File: config.mk
export PLATFORM = sky130hd
export DESIGN_NAME = func_gen_dds
export DESIGN_NICKNAME = d
export VERILOG_FILES = /design/src/rtl/func_gen_dds.sv
export SDC_FILE = /design/constraint.sdc
export NUM_CORES = 1
export LEC_CHECK = 0
export BUFFER_PORTS_ARGS = -buffer_cell sky130_fd_sc_hd__buf_4
export CAP_MARGIN = 15
export CORE_MARGIN = 2
export CORE_UTILIZATION = 60
export CTS_CLUSTER_SIZE = 30
export DETAILED_ROUTE_END_ITERATION = 10
export GPL_TIMING_DRIVEN = 0
export PLACE_DENSITY = 0.8
export RECOVER_POWER = 100
export SLEW_MARGIN = 0
export SYNTH_ARGS = -nofsm -noshare
export SYNTH_HDL_FRONTEND = slang
export SYNTH_SLANG_ARGS = --single-unit
File: constraint.sdc
create_clock -name clk -period 3.11 [get_ports clk]
set_clock_uncertainty 0.05 [all_clocks]
set_input_delay 0.4665 -clock clk [delete_from_list [all_inputs] [get_ports clk]]
set_output_delay 0.4665 -clock clk [all_outputs]
set_load 0.05 [all_outputs]
File: src/rtl/func_gen_dds.sv
`default_nettype none
// +----------------------------------------------------------------------------+
// | func_gen_dds                                                               |
// | DDS waveform generator: phase accumulator, sine LUT and computed waveforms |
// | Rev 1.0 - initial release                                                  |
// +----------------------------------------------------------------------------+
module func_gen_dds #(
  parameter int ACC_W   = 32,
  parameter int OUT_W   = 8,
  parameter int LUT_AW  = 8,
  parameter int LUT_LAT = 1
) (
  input  logic              clk,
  input  logic              rst_n,
  input  logic              enable,
  input  logic              cfg_valid,
  output logic              cfg_ready,
  input  logic [2:0]        cfg_mode,
  input  logic [ACC_W-1:0]  cfg_fword,
  input  logic [OUT_W-1:0]  cfg_duty,
  output logic              cfg_err,
  output logic [LUT_AW-1:0] lut_addr,
  input  logic [OUT_W-1:0]  lut_data,
  output logic [OUT_W-1:0]  wave_out,
  output logic              wave_valid,
  output logic              sync_pulse
);

  localparam logic [2:0]       c_mode_sine = 3'd0;
  localparam logic [2:0]       c_mode_tri  = 3'd1;
  localparam logic [2:0]       c_mode_saw  = 3'd2;
  localparam logic [2:0]       c_mode_sq   = 3'd3;
  localparam logic [2:0]       c_mode_pwm  = 3'd4;
  localparam logic [OUT_W-1:0] c_max       = {OUT_W{1'b1}};
  localparam logic [OUT_W-1:0] c_duty_rst  = {1'b1, {(OUT_W-1){1'b0}}};
  localparam int               c_lat       = LUT_LAT + 2;

  // Accumulator and configuration state
  logic [ACC_W-1:0]  r_acc;
  logic              r_wrap;
  logic [2:0]        r_mode;
  logic [ACC_W-1:0]  r_fword;
  logic [OUT_W-1:0]  r_duty;
  logic              r_pend;
  logic [2:0]        r_pend_mode;
  logic [ACC_W-1:0]  r_pend_fword;
  logic [OUT_W-1:0]  r_pend_duty;
  logic              r_cfg_err;

  logic [ACC_W:0]    w_sum;
  logic              w_wrap;
  logic              w_accept;
  logic              w_mode_ok;
  logic              w_apply;

  assign w_sum     = {1'b0, r_acc} + {1'b0, r_fword};
  assign w_wrap    = enable & w_sum[ACC_W];
  assign w_accept  = cfg_valid & ~r_pend;
  assign w_mode_ok = (cfg_mode <= c_mode_pwm);
  // With no wrap to wait for, a pending config goes live on the next edge.
  assign w_apply   = r_pend & (w_wrap | ~enable | (r_fword == '0));

  assign cfg_ready = ~r_pend;
  assign cfg_err   = r_cfg_err;

  always_ff @(posedge clk) begin
    if (!rst_n) begin
      r_acc        <= '0;
      r_wrap       <= 1'b1;
      r_mode       <= c_mode_sine;
      r_fword      <= '0;
      r_duty       <= c_duty_rst;
      r_pend       <= 1'b0;
      r_pend_mode  <= c_mode_sine;
      r_pend_fword <= '0;
      r_pend_duty  <= c_duty_rst;
      r_cfg_err    <= 1'b0;
    end else begin
      if (enable) begin
        r_acc <= w_sum[ACC_W-1:0];
      end
      r_wrap    <= w_wrap;
      r_cfg_err <= w_accept & ~w_mode_ok;
      if (w_apply) begin
        r_mode  <= r_pend_mode;
        r_fword <= r_pend_fword;
        r_duty  <= r_pend_duty;
        r_pend  <= 1'b0;
      end else if (w_accept && w_mode_ok) begin
        r_pend       <= 1'b1;
        r_pend_mode  <= cfg_mode;
        r_pend_fword <= cfg_fword;
        r_pend_duty  <= cfg_duty;
      end
    end
  end

  // Sample pipeline: index 0 is stage 1, index LUT_LAT lines up with lut_data
  logic [LUT_AW-1:0] r_lut_addr;
  logic [OUT_W:0]    r_dl_phase [0:LUT_LAT];
  logic [2:0]        r_dl_mode  [0:LUT_LAT];
  logic [OUT_W-1:0]  r_dl_duty  [0:LUT_LAT];
  logic              r_dl_sync  [0:LUT_LAT];
  logic [c_lat-1:0]  r_vld;
  logic [OUT_W-1:0]  r_wave;
  logic              r_sync;

  assign lut_addr   = r_lut_addr;
  assign wave_out   = r_wave;
  assign sync_pulse = r_sync;
  assign wave_valid = r_vld[c_lat-1];

  always_ff @(posedge clk) begin
    if (!rst_n) begin
      r_lut_addr <= '0;
      r_vld      <= '0;
      r_wave     <= '0;
      r_sync     <= 1'b0;
      for (int i = 0; i <= LUT_LAT; i++) begin
        r_dl_phase[i] <= '0;
        r_dl_mode[i]  <= c_mode_sine;
        r_dl_duty[i]  <= c_duty_rst;
        r_dl_sync[i]  <= 1'b0;
      end
    end else begin
      r_lut_addr    <= r_acc[ACC_W-1 -: LUT_AW];
      r_dl_phase[0] <= r_acc[ACC_W-1 -: OUT_W+1];
      r_dl_mode[0]  <= r_mode;
      r_dl_duty[0]  <= r_duty;
      r_dl_sync[0]  <= r_wrap;
      for (int i = 1; i <= LUT_LAT; i++) begin
        r_dl_phase[i] <= r_dl_phase[i-1];
        r_dl_mode[i]  <= r_dl_mode[i-1];
        r_dl_duty[i]  <= r_dl_duty[i-1];
        r_dl_sync[i]  <= r_dl_sync[i-1];
      end
      r_vld  <= {r_vld[c_lat-2:0], 1'b1};
      r_wave <= w_wave;
      r_sync <= r_dl_sync[LUT_LAT];
    end
  end

  logic             w_h;
  logic [OUT_W-1:0] w_s;
  logic [OUT_W-1:0] w_t;
  logic [OUT_W-1:0] w_wave;

  assign w_h = r_dl_phase[LUT_LAT][OUT_W];
  assign w_s = r_dl_phase[LUT_LAT][OUT_W:1];
  assign w_t = r_dl_phase[LUT_LAT][OUT_W-1:0];

  always_comb begin
    w_wave = '0;
    case (r_dl_mode[LUT_LAT])
      c_mode_sine: w_wave = lut_data;
      c_mode_tri:  w_wave = w_h ? ~w_t : w_t;
      c_mode_saw:  w_wave = w_s;
      c_mode_sq:   w_wave = w_h ? '0 : c_max;
      c_mode_pwm:  w_wave = (w_s < r_dl_duty[LUT_LAT]) ? c_max : '0;
      default:     w_wave = '0;
    endcase
  end

endmodule
`default_nettype wire

---- Word level (Yosys, flattened, before mapping) ----
Memories as Yosys holds them, arrays and structs flattened. A register that Yosys moved wholly into a read port is not among the register bits.
Cells that the tools add are included.
word-level totals
  logic and storage cells ................. 66
  RAM bits ................................ 42
  register bits ........................... 140
  bits in latches ......................... 0
  input port bits ......................... 55
  output and inout port bits .............. 20
  memories ................................ 4
  memory bits (read-only) ................. 0
memories
  memory      depth  width  rd ports  clocked after Yosys merged registers in  wr ports  RTL line  source
  r_dl_phase  2      9      2         0                                        2         100       logic [OUT_W:0] r_dl_phase [0:LUT_LAT];
  r_dl_duty   2      8      2         0                                        2         102       logic [OUT_W-1:0] r_dl_duty [0:LUT_LAT];
  r_dl_mode   2      3      2         0                                        2         101       logic [2:0] r_dl_mode [0:LUT_LAT];
  r_dl_sync   2      1      2         1                                        2         103       logic r_dl_sync [0:LUT_LAT];
operators by class
  shift operators ......................... 0
  bitwise operators ....................... 20
  order comparisons ....................... 2
  reductions and logical operators ........ 6
  equal/unequal tests ..................... 4
  multiply operators ...................... 0
  div/mod/pow operators ................... 0
  mux-type cells .......................... 15
  add/sub/neg operators ................... 1
operators by type and width
  kind                                            count
  2-to-1 mux 8 bit                                5
  case mux 8 bit (5 select lines)                 1
  adder 32 x 32 -> 33 bit                         1
  zero test 32 bit                                1
  2-to-1 mux 9 bit                                2
  bitwise OR 1 bit                                10
  less-than comparator 8 bit                      1
  inverter 8 bit                                  1
  == test 3 x 2 -> 1 bit (second input constant)  2
  2-to-1 mux 3 bit                                2
  2-to-1 mux 1 bit                                5
  inverter 1 bit                                  5
  AND 1 bit                                       4
  == test 3 x 1 -> 1 bit (second input constant)  1
  == test 3 bit (second input constant)           1
  <= comparator 3 bit (second input constant)     1
  zero test 3 bit                                 1
  AND reduction 2 bit                             1
  OR reduction 2 bit                              1
  logical AND 1 bit                               1
  zero test 1 bit                                 1

---- Longest topological paths before layout ----
  depth after elaboration ................. 7
  depth in mapped cells ................... 11
  depth with buffers taken out ............ 9

---- Least setup slack after synthesis ----
No wires, ideal clock.
  path kind ............................... register to register
  from .................................... reg r_acc[0]
  to ...................................... reg r_duty[7]
  setup time .............................. 0.121 ns
  data arrival time ....................... 2.454 ns
  data required time ...................... 2.939 ns
  clock period less this slack ............ 2.625 ns
  path buffers ............................ 1
  path slack .............................. 0.485 ns
  cell stages (with the launch flop) ...... 11
  cells stage by stage .................... dfxtp_1 -> ha_1 -> fa_1 -> a21o_1 -> and4_1 -> o211ai_2 -> nand2_2 -> a31o_4 -> a41o_1 -> buf_6 -> mux2_4
between the ends
  word-level cells in the longest chain between the ends .. 5
RTL lines
  element                         RTL line  source
  start: declaration              39        logic [ACC_W-1:0] r_acc;
  start signal: assignment        80        r_acc <= w_sum[ACC_W-1:0];
  adder 32 x 32 -> 33 bit         56        assign w_sum = {1'b0, r_acc} + {1'b0, r_fword};
  AND 1 bit                       57        assign w_wrap = enable & w_sum[ACC_W];
  bitwise OR 1 bit (2 in series)  61        assign w_apply = r_pend & (w_wrap | ~enable | (r_fword == '0));
  AND 1 bit                       61
  end signal: assignment          72        r_duty <= c_duty_rst;
  end signal: assignment          87        r_duty <= r_pend_duty;
  end: declaration                43        logic [OUT_W-1:0] r_duty;
No other way between the ends.
A chain may end at the register's enable or synchronous reset.

---- Final worst setup path ----
  from .................................... reg r_fword[0]
  to ...................................... reg r_duty[7]
between the ends
  word-level cells in the longest chain between the ends .. 5
  elaborated cells on any way between the ends .. 6
  those cells by class .................... add/sub (1); bitwise (4); reduce/logical (1)
RTL lines
  element                   RTL line  source
  start: declaration        42        logic [ACC_W-1:0] r_fword;
  start signal: assignment  86        r_fword <= r_pend_fword;
  adder 32 x 32 -> 33 bit   56
  AND 1 bit                 57
  bitwise OR 1 bit          61
  bitwise OR 1 bit (*)      61
  AND 1 bit (*)             61
Every way passes the cells marked *; elsewhere a longest branch is shown, timed or not.

==> out/qor.txt <==
Reg clk slew, reported paths - 0.06 ns
GP Congestion - 0.9241
Die area - 14750 um^2
RSZ-0062 raised after global routing - false
Slew Viols, Final - 0
DRC Markers - 0
I/O Buffers - 73
Seq pwr share - 48.3%
Clock Path Buffers - 2
Final setup viols - 0
Status - finished, final reports clean
Startpoint class of the critical path - flop
Via count - 7098
CTS hold repair buffers - 0
Routed wl met2 - 9236 um
Final wirelength - 20380 um
Setup Fix Bufs, Post-CTS - 0
Setup TNS - 0 ns
Wire per inst - 16.38 um
VDD IR max - 0.3525 mV
CTS H-Tree Depth - 4
Cell area after layout - 9539 um^2
Synth Area per Inst - 8.595 um^2
Largest net degree at the start of global routing - 17
N_diodes - 0
Crit. End Element - flop
Gr usage total - 28.49%
TritonCTS clock tree - built
GRT overflow - 0
Post-route ant nets - 0
Antenna violations before repair - 0
Fin worst setup slack - 0.1577 ns
Layout cell share with drive strength beyond 1 - 10.96%
Total nets after synthesis - 1058
Logic gate share of total power - 8.7%
Pleak - 3.923 nW
Clock Sinks - 175
Site row count - 42
Post-DP HPWL - 14660 um
Slew HR - 41.77%
Minimum clock period after layout - 2.952 ns
Vias in the first global route - 6731
Sw Ratio - 24.61%
Clk network pwr share - 43.0%
Area grow syn2layout - 15.25%
Sw Pwr - 0.001191 W
Highest routed layer - met4
First-pass GRT wire length - 32950 um
Worst-path fanout max - 7
Synthesis-stage register bit count - 175
EDFF count, synth - 0
Final hold violations - 0
Worst-Skew Late Latency - 0.43 ns
HP Class - primary input to flop
Routed vias/inst - 5.706
Yosys cell types - 71
Root buffer cell - clkbuf_16
I/O pins - 75
Initial core utilization - 62.01%
Worst setup path class - flop to flop
WP data arrival - 3.22 ns
Maxcap violations - 0
PD cells - 507.4 nW/um^2
Fin util - 71.47%
Yosys Warn Count - 0
Layout Nets - 1150
Area of the mapped netlist - 8277 um^2
Most common cell after layout, fill and taps aside - nand2_1
Metal3 WL - 1324 um
Most common flop cell mapped by yosys - dfxtp_1
Synth Instances - 963
Required time worst endpoint - 3.37 ns
Cell Area, Placed - 9045 um^2
DRT Pass-1 Iters - 6
Initial DRC count - 574
Pint - 0.003649 W
Die Wd - 121.5 um
Async SR Flop Fraction - 0%
Worst slew pin tran - 0.8735 ns
Max Clk Rate - 338.7 MHz
Die Y-Extent - 121.5 um
Commonest non-fill, non-tap cells in the layout - nand2_1 (202), dfxtp_1 (175), a21oi_1 (85)
Core area - 13350 um^2
Post-synthesis sequential area ratio - 42.33%
Dpl ws - 0.2421 ns
CTS buffer count - 17
Final Power - 0.004840 W
Share of the clock period used by the worst path - 94.93%
Wl on met1 - 9363 um
[worst max-delay path, cell delays in order (launching register included)]
cell	delay, ns
dfxtp_1	0.35
ha_1	0.23
fa_1	0.42
a21o_1	0.21
and4_1	0.24
o211ai_2	0.22
nand2_2	0.12
a31o_4	0.29
a41o_1	0.24
buf_6	0.16
mux2_1	0.31
[power by group through the flow]
| stage | combinational (W) | clock, W | sequential [W] |
|---|---|---|---|
| 6_report | 0.000420 | 0.00208 | 0.00234 |
| 5_1_grt | 0.000459 | 0.00218 | 0.00234 |
| 4_1_cts | 0.000427 | 0.00210 | 0.00234 |
| 3_5_place_dp | 0.000425 | 0 | 0.00239 |
| 3_3_place_gp | 0.000418 | 0 | 0.00239 |
| 2_1_floorplan | 0.000257 | 0 | 0.00240 |
[through the flow]
step           std cells  hold WS [ns]
2_1_floorplan        963        0.3363
3_3_place_gp        1212        0.3420
3_5_place_dp        1212        0.3479
4_1_cts             1244        0.1052
5_1_grt             1244        0.1449
6_report            1244        0.1491
[final timing paths]
path | startpoint | depth (start not counted) | endpoint | slack, ns
setup / recovery | r_fword[0] | 10 | r_duty[7] | 0.16
hold / removal | rst_n | 1 | r_vld[0] | 0.15
setup reg to reg | r_fword[0] | 10 | r_duty[7] | 0.16
hold reg to reg | r_dl_duty[0][7] | 1 | r_dl_duty[0][15] | 0.36
[repair_timing]
item	CTS	global route
endpoints found under the setup margin	0	1
endpoints found under the hold margin	0	0
gates resized for setup	0	2
[Yosys cell counts (all sizes together) (3+ instances only)]
library cell / n / share of area, %
a211oi: 4 / 0.42
a21o: 11 / 1.0
a21oi: 89 / 5.6
a22oi: 9 / 0.82
a31oi: 6 / 0.45
and2: 37 / 2.8
and3: 5 / 0.39
buf: 18 / 2.4
clkbuf: 46 / 2.1
dfxtp: 175 / 42
ha: 39 / 5.9
inv: 29 / 1.3
mux2: 7 / 1.0
mux2i: 53 / 6.4
nand2: 203 / 9.2
nand2b: 8 / 0.60
nand3: 20 / 1.2
nand4: 16 / 1.2
nor2: 34 / 1.5
nor2b: 17 / 1.3
nor3: 7 / 0.42
nor4: 9 / 0.68
o211ai: 4 / 0.42
o21a: 6 / 0.54
o21ai: 42 / 2.6
o21bai: 7 / 0.63
o221ai: 3 / 0.32
o22ai: 3 / 0.23
xnor2: 8 / 0.85
xor2: 14 / 1.5
[routing by layer]
| metal | up-vias | GRT usage [%] |
|---|---|---|
| met5 | - | 0 |
| met2 | 264 | 45.54 |
| li1 | 3500 | - |
| met3 | 37 | 4.605 |
| met4 | 0 | 10.49 |
| met1 | 3297 | 38.88 |
[logic make-up after synthesis]
| kind of cell | share of synthesized area [%] |
|---|---|
| multiplexers | 7.407 |
| buffers and inverters | 5.820 |
| adder cells (fa/ha/maj) | 6.138 |
| flip-flops | 42.33 |
| XOR/XNOR | 2.328 |
| AO/OA/AOI/OAI | 15.33 |
| AND/OR/NAND/NOR | 20.65 |
[registers in the layout, summed over array words and instances, names as in the netlist]
signal        flops
r_dl_phase       11
r_mode            3
r_vld             3
r_pend_fword     32
cfg_err           1
r_duty            8
wave_out          8
r_dl_duty        16
r_fword          32
sync_pulse        1
r_pend            1
r_pend_duty       8
lut_addr          7
r_wrap            1
r_dl_mode         6
r_acc            32
r_pend_mode       3
r_dl_sync         2
[cell type report]
| cell class | instances | area (um^2) |
|---|---|---|
| plain buffers | 64 | 369.1 |
| clock buffers | 23 | 478.0 |
| clock inverters | 9 | 98.84 |
| fillers | 1065 | 3809 |
| inverters | 30 | 112.6 |
| multi-input cells | 694 | 4288 |
| flip-flops and latches | 175 | 3503 |
| well taps | 176 | 220.2 |
| repair buffers | 73 | 469.2 |
(Power assumes the default switching activity.)
